--- src/rtl/gray_conv_arbiter.sv ---
// Two-requester round-robin front end feeding one shared binary-to-Gray
// converter. Each accepted operand walks IDLE -> CONV -> HOLD and the result
// is held in HOLD until the consumer takes it.
module gray_conv_arbiter #(
  parameter int WIDTH = 4
) (
  input  logic             clk,
  input  logic             rst_n,
  input  logic             req0,
  input  logic [WIDTH-1:0] bin0,
  output logic             gnt0,
  input  logic             req1,
  input  logic [WIDTH-1:0] bin1,
  output logic             gnt1,
  output logic             out_valid,
  output logic [WIDTH-1:0] out_gray,
  output logic             out_id,
  input  logic             out_ready
);

  typedef enum logic [1:0] {IDLE, CONV, HOLD} state_t;

  state_t           r_state;
  logic [WIDTH-1:0] r_opnd;
  logic             r_own;
  logic             r_last;
  logic             r_valid;
  logic [WIDTH-1:0] r_gray;
  logic             r_out_id;

  logic             w_idle;
  logic             w_gnt0;
  logic             w_gnt1;
  logic [WIDTH-1:0] w_gray;

  // Grants only exist in IDLE; with both requesting, the one not served last wins.
  // rst_n gating keeps grants low while reset is held even though state reads IDLE.
  assign w_idle = rst_n && (r_state == IDLE);
  assign w_gnt0 = w_idle && req0 && (!req1 || r_last);
  assign w_gnt1 = w_idle && req1 && (!req0 || !r_last);
  assign gnt0   = w_gnt0;
  assign gnt1   = w_gnt1;

  // Shared converter on the captured operand: MSB passes, lower bits XOR their upper neighbour.
  always_comb begin
    w_gray = '0;
    w_gray[WIDTH-1] = r_opnd[WIDTH-1];
    for (int i = 0; i < WIDTH-1; i++) begin
      w_gray[i] = r_opnd[i+1] ^ r_opnd[i];
    end
  end

  // Control FSM with registered result outputs; reset discards any pending result.
  always_ff @(posedge clk or negedge rst_n) begin
    if (!rst_n) begin
      r_state  <= IDLE;
      r_opnd   <= '0;
      r_own    <= 1'b0;
      r_last   <= 1'b1;
      r_valid  <= 1'b0;
      r_gray   <= '0;
      r_out_id <= 1'b0;
    end else begin
      case (r_state)
        IDLE: begin
          if (w_gnt0 || w_gnt1) begin
            r_opnd  <= w_gnt1 ? bin1 : bin0;
            r_own   <= w_gnt1;
            r_last  <= w_gnt1;
            r_state <= CONV;
          end
        end
        CONV: begin
          r_gray   <= w_gray;
          r_out_id <= r_own;
          r_valid  <= 1'b1;
          r_state  <= HOLD;
        end
        HOLD: begin
          if (out_ready) begin
            r_valid <= 1'b0;
            r_state <= IDLE;
          end
        end
        default: begin
          r_valid <= 1'b0;
          r_state <= IDLE;
        end
      endcase
    end
  end

  assign out_valid = r_valid;
  assign out_gray  = r_gray;
  assign out_id    = r_out_id;

endmodule

--- config.mk ---
export PLATFORM = sky130hd
export DESIGN_NAME = gray_conv_arbiter
export DESIGN_NICKNAME = d
export VERILOG_FILES = /design/src/rtl/gray_conv_arbiter.sv
export SDC_FILE = /design/constraint.sdc
export NUM_CORES = 1
export LEC_CHECK = 0
export CAP_MARGIN = 10
export CORE_AREA = 3 3 43 45
export DETAILED_ROUTE_END_ITERATION = 12
export DIE_AREA = 0 0 46 48
export PLACE_DENSITY = 0.73
export SYNTH_ARGS = -nofsm -noshare
export SYNTH_HDL_FRONTEND = slang
export SYNTH_SLANG_ARGS = --single-unit
--- constraint.sdc ---
create_clock -name clk -period 3.6 [get_ports clk]
set_clock_uncertainty 0.05 [all_clocks]
set_input_delay 0.54 -clock clk [delete_from_list [all_inputs] [get_ports clk]]
set_output_delay 0.54 -clock clk [all_outputs]
set_load 0.05 [all_outputs]
# ---- Word level (Yosys, flattened, before mapping)
# Index checks and enable logic that the tools add are counted.
dict set report totals {
  regBits 14
  in_bits 13
  out_inout_bits 8
}
dict set report classes {
  n_eq_ne 4
  mux 6
  bitwise 4
  reduce_logical 15
}
# operator n
set op_table {}
lappend op_table {{$pmux 2 s3} 1}
lappend op_table {{$reduce_and 2->1} 3}
lappend op_table {{$logic_and 1x1->1} 5}
lappend op_table {{$mux 2} 2}
lappend op_table {{$mux 4} 1}
lappend op_table {{$logic_not 1->1} 3}
lappend op_table {{$logic_or 1x1->1} 3}
lappend op_table {{$pmux 1 s3} 1}
lappend op_table {{$xor 1x1->1} 3}
lappend op_table {{$eq 2x1->1 const B} 1}
lappend op_table {{$eq 2x2->1 const B} 1}
lappend op_table {{$logic_not 2->1} 1}
lappend op_table {{$ne 2x1->1 const B} 1}
lappend op_table {{$ne 2x2->1 const B} 1}
lappend op_table {{$mux 1} 1}
lappend op_table {{$not 1->1} 1}

# ---- Depth between registers and ports, before layout
# Gate-level depths: netlist of the first run.
dict set report depth {
  ltp_word 7
  ltp_mapped 4
}

# ---- Least setup slack after synthesis of the first run
# OpenSTA, ideal clock, no wires.
dict set report synth_timing {
  path_type {input to output}
  startpoint {input port rst_n}
  endpoint {output port gnt0}
  t_arrival_ns 1.335
  required_ns 3.010
  path_slack_ns 1.675
  path_stages 3
  path_buffers 0
  path_cell_list {nor3b_4 -> nand3_1 -> inv_1}
}
dict set report synth_between {
  elab_chain_cells 3
}
# element line
set synth_rtl {}
lappend synth_rtl {{start, declared} 8} ;# input logic rst_n,
lappend synth_rtl {{$logic_and 1x1->1} 38} ;# assign w_idle = rst_n && (r_state == IDLE);
lappend synth_rtl {{$logic_and 1x1->1 (2 in series)} 39} ;# assign w_gnt0 = w_idle && req0 && (!req1 || r_last);
lappend synth_rtl {{end, declared} 11} ;# output logic gnt0,
# No other way between the ends.

# ---- Worst setup path in the final report of the first run
# Same ends and word-level chain as after synthesis.

==> results of run 1 <==
==> power by group through the flow <==
| stage | Combinational, mW | Clock, mW | Sequential, mW |
|---|---|---|---|
| 2_1_floorplan | 0.135 | 0 | 0.391 |
| 3_3_place_gp | 0.348 | 0 | 0.283 |
| 3_5_place_dp | 0.358 | 0 | 0.287 |
| 4_1_cts | 0.359 | 0.115 | 0.284 |
| 5_1_grt | 0.380 | 0.121 | 0.294 |
| 6_report | 0.354 | 0.113 | 0.284 |
==> how the worst max path moves through the flow <==
stage,end,slack [ns]
CTS,gnt0,0.90
global placement,gnt0,0.95
global route,gnt0,0.80
detailed placement,gnt0,0.92
floorplan,gnt0,1.68
finish,gnt0,0.93
==> metrics by stage <==
stage	util (%)	area, um^2	hold WS, ns	setup WS (ns)
final	60.7	915	0.429	0.932
after floorplan	-	659	0.194	1.68
after CTS	60.7	915	0.436	0.905
after global placement	58.3	878	0.410	0.947
after detailed placement	58.3	878	0.417	0.916
after global routing	60.7	915	0.459	0.797
==> sequential cells by signal (all words and copies together), names as in the netlist <==
| signal | cells |
|---|---|
| r_opnd | 4 |
| out_valid | 1 |
| r_last | 1 |
| out_gray | 4 |
| r_own | 1 |
| out_id | 1 |
| r_state | 2 |
==> placed cells by master (no fill, tap or decap), drive strengths merged <==
cell           netlist  layout
nor3b                1       1
a21o                 2       2
nand2b               2       2
a21boi               1       1
nand2                5       5
inv                  1       1
a21bo                1       1
nor2                 2       2
mux2                 2       2
or3b                 1       1
or2                  1       1
a21oi                4       4
clkbuf               0       4
dfrtp               13      13
dfstp                1       1
o21a                 1       1
clkdlybuf4s50        0      18
buf                  2       3
xnor2                3       3
and2                 1       1
o21ai                8       8
nand3                5       5
a31oi                4       4
==> layout make-up <==
type / count / area [um^2] / area share [%]
timing repair buffer: 21 / 215 / 23.5
clock buffer: 4 / 36.3 / 3.97
tap: 16 / 20.0 / 2.19
sequential: 14 / 352 / 38.4
inverter: 1 / 3.75 / 0.410
multi-input combinational: 44 / 288 / 31.5
==> cells by family (layout without fill, tap and decap cells) <==
| logic type | after synthesis | in the layout |
|---|---|---|
| compound gates | 21 | 21 |
| simple gates | 18 | 18 |
| flops | 14 | 14 |
| xor+xnor | 3 | 3 |
| buf+inv | 3 | 26 |
| mux | 2 | 2 |
==> worst reg2reg max path, cell delays in order, from the launching register on <==
cell and delay [ns]:
dfrtp_1 0.47, or3b_4 0.46, o21ai_0 0.23, a31oi_1 0.13
==> layer usage <==
layer	vias to the layer above	wire length [um]	global-route usage, %
met2	19	667	22.3
li1	262	-	-
met4	0	24	11.4
met5	-	0	0
met1	248	552	16.8
met3	3	64	1.50
==> summary.txt, run 1 <==
Outcome
  – Outcome: complete, no violations

Power
  – Total Power: 0.751 mW
  – Combinational Power Share: 47.2%
  – P_int: 0.438 mW
  – Share of power burned in registers: 37.8%
  – Cell Pwr Density: 821 nW/um^2
  – Max VDD drop: 302 uV
  – Switching power total: 0.312 mW
  – Sw Share: 41.6%
  – Clock power share: 15.0%
  – Leak: 0.382 nW

Logic synthesis
  – Xor and xnor area share after synthesis: 3.98%
  – Seq/Total Area, Yosys: 53.3%
  – Multiplexer area fraction after synthesis: 3.42%
  – Yosys top cell area share: 49.3%
  – Top post-synthesis cells by area: dfrtp_1 49%, o21ai_0 6.1%, dfstp_2 4.0%
  – Syn Nets: 74
  – Compound-Gate Fraction of Synth Area: 19.0%
  – Largest area contributor in the netlist: dfrtp_1
  – Synth top cells by count: 13 x dfrtp_1, 8 x o21ai_0, 5 x nand2_1, 5 x nand3_1
  – Synth Area in Adders: 0%
  – Ys async rst share: 100%
  – #FFs+latches synth: 14
  – Mapped cell area: 659 um^2
  – Largest family of logic cells by synthesized area: compound AO/OA/AOI/OAI gates
  – Synth Area in Simple Gates: 17.3%
  – Top FF cell, synth: dfrtp_1
  – EDFF count, synth: 0
  – Most frequent cell after synthesis: dfrtp_1
  – YS warnings: 0
  – Synth unique cells: 23
  – Post-Synthesis Cells: 61
  – Avg Cell Area, Syn: 10.8 um^2

Hold path
  – HP Class: reg -> reg
  – Hold Path Origin: out_gray[0]
  – Hold Path Stages: 2
  – Min-Delay Endpoint: out_gray[0]

Floorplan
  – # IOs: 21
  – Cell Rows: 14
  – Height of the die: 48 um
  – Starting Density: 43.8%
  – Die W: 46 um
  – Die footprint: 2210 um^2
  – Core area: 1510 um^2

Clock network
  – Post-cts hold buffer count: 0
  – CTS tree: yes
  – Postcts setup bufs: 0
  – Clk buf depth: 2
  – Clk sink count: 14
  – Resize count post-CTS: 0
  – Clock slew at reported path FFs: 0.08 ns
  – Clock root cell: clkbuf_4
  – Clk Latency, worst-skew pair: 0.28 ns
  – Num CTS Buffers: 3
  – H-tree depth: 1

Detailed routing
  – Final ANT Viol Nets: 0
  – TritonRoute pass-1 iters: 4
  – Vias per std cell: 5.32
  – Wire per inst: 13.1 um
  – Routed via count: 532
  – Iter 0 DRT Violations: 4
  – Routed WL: 1310 um
  – Post-route DRC: 0

Timing
  – Total negative slack: 0 ns
  – Fmax: 375 MHz
  – Relative slew slack: 66.4%
  – Unrepaired setup endpoints after global routing: no
  – Final period util: 74.1%
  – Final setup viols: 0
  – Minimum clock period: 2.67 ns
  – Slew @ Worst Pin: 0.502 ns
  – Hold Fails Final Rpt: 0
  – Max-slew violations: 0

Worst setup path
  – WP data required: 3.01 ns
  – R2R Path End: r_opnd[1]
  – Cell family with most CP delay: buffers and inverters
  – Slowest CP cell: clkdlybuf4s50_1
  – CP startpoint: rst_n
  – Flop-to-flop setup slack: 2.13 ns
  – Reg2reg path depth: 3
  – Setup Crit Path Kind: in -> out
  – Critical path depth in cells: 6
  – Crit-path max FO: 16
  – Buf+Inv Stages, Crit Path: 4
  – Critical R2R Launch: r_state[0]
  – Critical path's largest stage delay: 0.46 ns
  – Critical Path Sink Type: primary output
  – Crit start category: primary input
  – CP Cell Sequence: clkdlybuf4s50_1 > buf_4 > nor3b_4 > nand3_1 > inv_1 > buf_12
  – Worst Path Arrival: 2.08 ns

GRT
  – Largest net degree at the start of global routing: 17
  – Total gr overflow: 0
  – Total track usage: 13.9%
  – First-pass GRT wire length: 2140 um
  – Number of global-route vias before repair: 518
  – Antenna violations before repair: 0

Place
  – Dpl hpwl: 1040 um
  – Placed Cells: 96
  – Port bufs: 20
  – Final GP Congestion: 0.774

Cells and area
  – # diodes: 0
  – Synthesis-to-layout area growth: 38.7%
  – Share of cells above drive strength 1: 17.9%
  – Number of fill cells: 134
  – Layout Cells excl Fill: 100
  – Nets: 98

Job
  – Maxcap violations: 0
(Power assumes the default switching activity.)
==> run 2: changes to the inputs <==
- CORE_AREA: 3 3 43 45 -> 3 3 44 46
- DIE_AREA: 0 0 46 48 -> 0 0 47 49
- PLACE_DENSITY: 0.73 -> 0.7
- clock period: 3.6 -> 2.6 ns (I/O delays scaled with it)
==> run 2 against run 1 <==
Net effect: hold slack got worse by 0.17 ns; wire length fell by 5.8%; global-route usage fell by 1.7 points; power rose by 35%; critical path type unchanged.
==> summary.txt, run 2 (synthesis gave the netlist of run 1 again) <==
Outcome
  – Outcome: complete, no violations

Floorplan
  – Core area: 1540 um^2 (+2.3%)
  – Die footprint: 2300 um^2 (+4.3%)
  – Die W: 47 um (+2.2%)
  – Starting Density: 42.8% (-0.99 points)
  – # IOs: 21 (unchanged)
  – Cell Rows: 14 (unchanged)
  – Height of the die: 49 um (+2.1%)

Timing
  – Final worst slack: 0.455 ns (-0.477 ns)
  – Slew @ Worst Pin: 0.495 ns (-0.00670 ns)
  – Final period util: 82.5%
  – Hold Fails Final Rpt: 0 (unchanged)
  – Unrepaired setup endpoints after global routing: no
  – Max-slew violations: 0 (unchanged)
  – Final setup viols: 0 (unchanged)
  – Hold slack: 0.260 ns (-0.169 ns)
  – Minimum clock period: 2.14 ns
  – Fmax: 466 MHz
  – Total negative slack: 0 ns (unchanged)
  – Relative slew slack: 66.9% (+0.45 points)

Cells and area
  – Design area: 925 um^2 (+1.1%)
  – Most frequent cells in the layout: 18 x clkdlybuf4s50_1, 13 x dfrtp_1, 8 x o21ai_0, 5 x nand3_1, 5 x nand2_1
  – # diodes: 0 (unchanged)
  – Number of fill cells: 145 (+8.2%)
  – Share of cells above drive strength 1: 17.6% (-0.21 points)
  – Multi-input logic area: 288 um^2 (unchanged)
  – Final Core Density: 60.0% (-0.73 points)
  – Commonest non-fill, non-tap cell in the layout: clkdlybuf4s50_1
  – Nets: 99 (+1.0%)
  – Layout Cells excl Fill: 101 (+1.0%)
  – FF+latch area: 352 um^2 (unchanged)
  – Synthesis-to-layout area growth: 40.2%

Detailed routing
  – Final ANT Viol Nets: 0 (unchanged)
  – Routed via count: 533 (+0.19%)
  – Post-route DRC: 0 (unchanged)
  – Wire per inst: 12.2 um (-6.7%)
  – Routed WL: 1230 um (-5.8%)
  – TritonRoute pass-1 iters: 2 (-2)
  – Vias per std cell: 5.28 (-0.80%)
  – Iter 0 DRT Violations: 6 (+2)

Worst setup path
  – Crit-path max FO: 5 (-11)
  – Buf+Inv Stages, Crit Path: 2 (-2)
  – Crit start category: primary input
  – Slowest CP cell: clkdlybuf4s50_1
  – Cell family with most CP delay: buffers and inverters
  – Critical Path Sink Type: primary output
  – Worst Path Arrival: 1.70 ns (-0.38 ns)
  – CP Cell Sequence: clkdlybuf4s50_1 > or3b_4 > nor2_4 > buf_12
  – Setup Crit Path Kind: in -> out
  – WP data required: 2.16 ns (-0.85 ns)
  – Critical path's largest stage delay: 0.56 ns (+0.10 ns)

Place
  – Final GP Congestion: 0.737 (-4.7%)
  – Placed Cells: 97 (+1.0%)
  – Setup WS pre-CTS: 0.454 ns (-0.462 ns)
  – Placed Area: 898 um^2 (+2.3%)
  – Port bufs: 20 (unchanged)
  – Dpl hpwl: 978 um (-6.0%)

Power
  – Leak: 0.385 nW (+0.56%)
  – Total Power: 1.01 mW (+35%)
  – Cell Pwr Density: 1100 nW/um^2 (+34%)
  – Max VDD drop: 485 uV (+61%)

Clock network
  – Clk buf depth: 2 (unchanged)
  – Clk Latency, worst-skew pair: 0.28 ns (about the same)
  – Clock root cell: clkbuf_4
  – CTS tree: yes
  – Postcts setup bufs: 0 (unchanged)
  – H-tree depth: 1 (unchanged)
  – Num CTS Buffers: 3 (unchanged)
  – Clk sink count: 14 (unchanged)
  – Post-cts hold buffer count: 0 (unchanged)
  – Resize count post-CTS: 0 (unchanged)
  – Clock slew at reported path FFs: 0.07 ns (about the same)

GRT
  – First-pass GRT wire length: 2100 um (-2.0%)
  – Antenna violations before repair: 0 (unchanged)
  – Number of global-route vias before repair: 518 (unchanged)
  – Total track usage: 12.2% (-1.7 points)
  – Largest net degree at the start of global routing: 13 (-4)
  – Total gr overflow: 0 (unchanged)

Hold path
  – HP Class: in -> async

Job
  – Maxcap violations: 0 (unchanged)
## run 2: cell count changes in the layout (fill, tap and decap cells not counted)
cell / before / now
buf_12: 1 / 2
clkbuf_1: 0 / 1
clkbuf_8: 1 / 0
## run 2: final timing paths
path / start / endpoint / slack, ns / depth (start not counted)
min in group clk: out_gray[0] / out_gray[0] / 0.43 / 2
min: rst_n / r_own / 0.26 / 1
max reg2reg: r_state[0] / r_opnd[3] / 1.21 / 3
max: rst_n / gnt1 / 0.46 / 4
min reg2reg: out_gray[0] / out_gray[0] / 0.43 / 2
max in group asynchronous: rst_n / r_state[1] / 1.84 / 2
## run 2: layer usage
metal	wire, um	vias to the layer above	track usage (%)
met1	563	246	15.7
met3	59	2	2.21
met2	595	18	18.6
li1	-	267	-
met4	15	0	6.91
met5	0	-	0
## run 2: area by class of cell
cell class | count | share of cell area [%]
inverter | 1 | 0.406
clock buffer | 4 | 2.84
sequential | 14 | 38.0
multi-input combinational | 44 | 31.1
tap | 16 | 2.17
timing repair buffer | 22 | 25.4
## run 2: power breakdown
part           internal [mW]  total (mW)  switching, mW  leakage, nW
registers              0.318       0.393         0.0746        0.164
clock network         0.0595       0.126         0.0668       0.0150
logic                  0.212       0.495          0.283        0.206
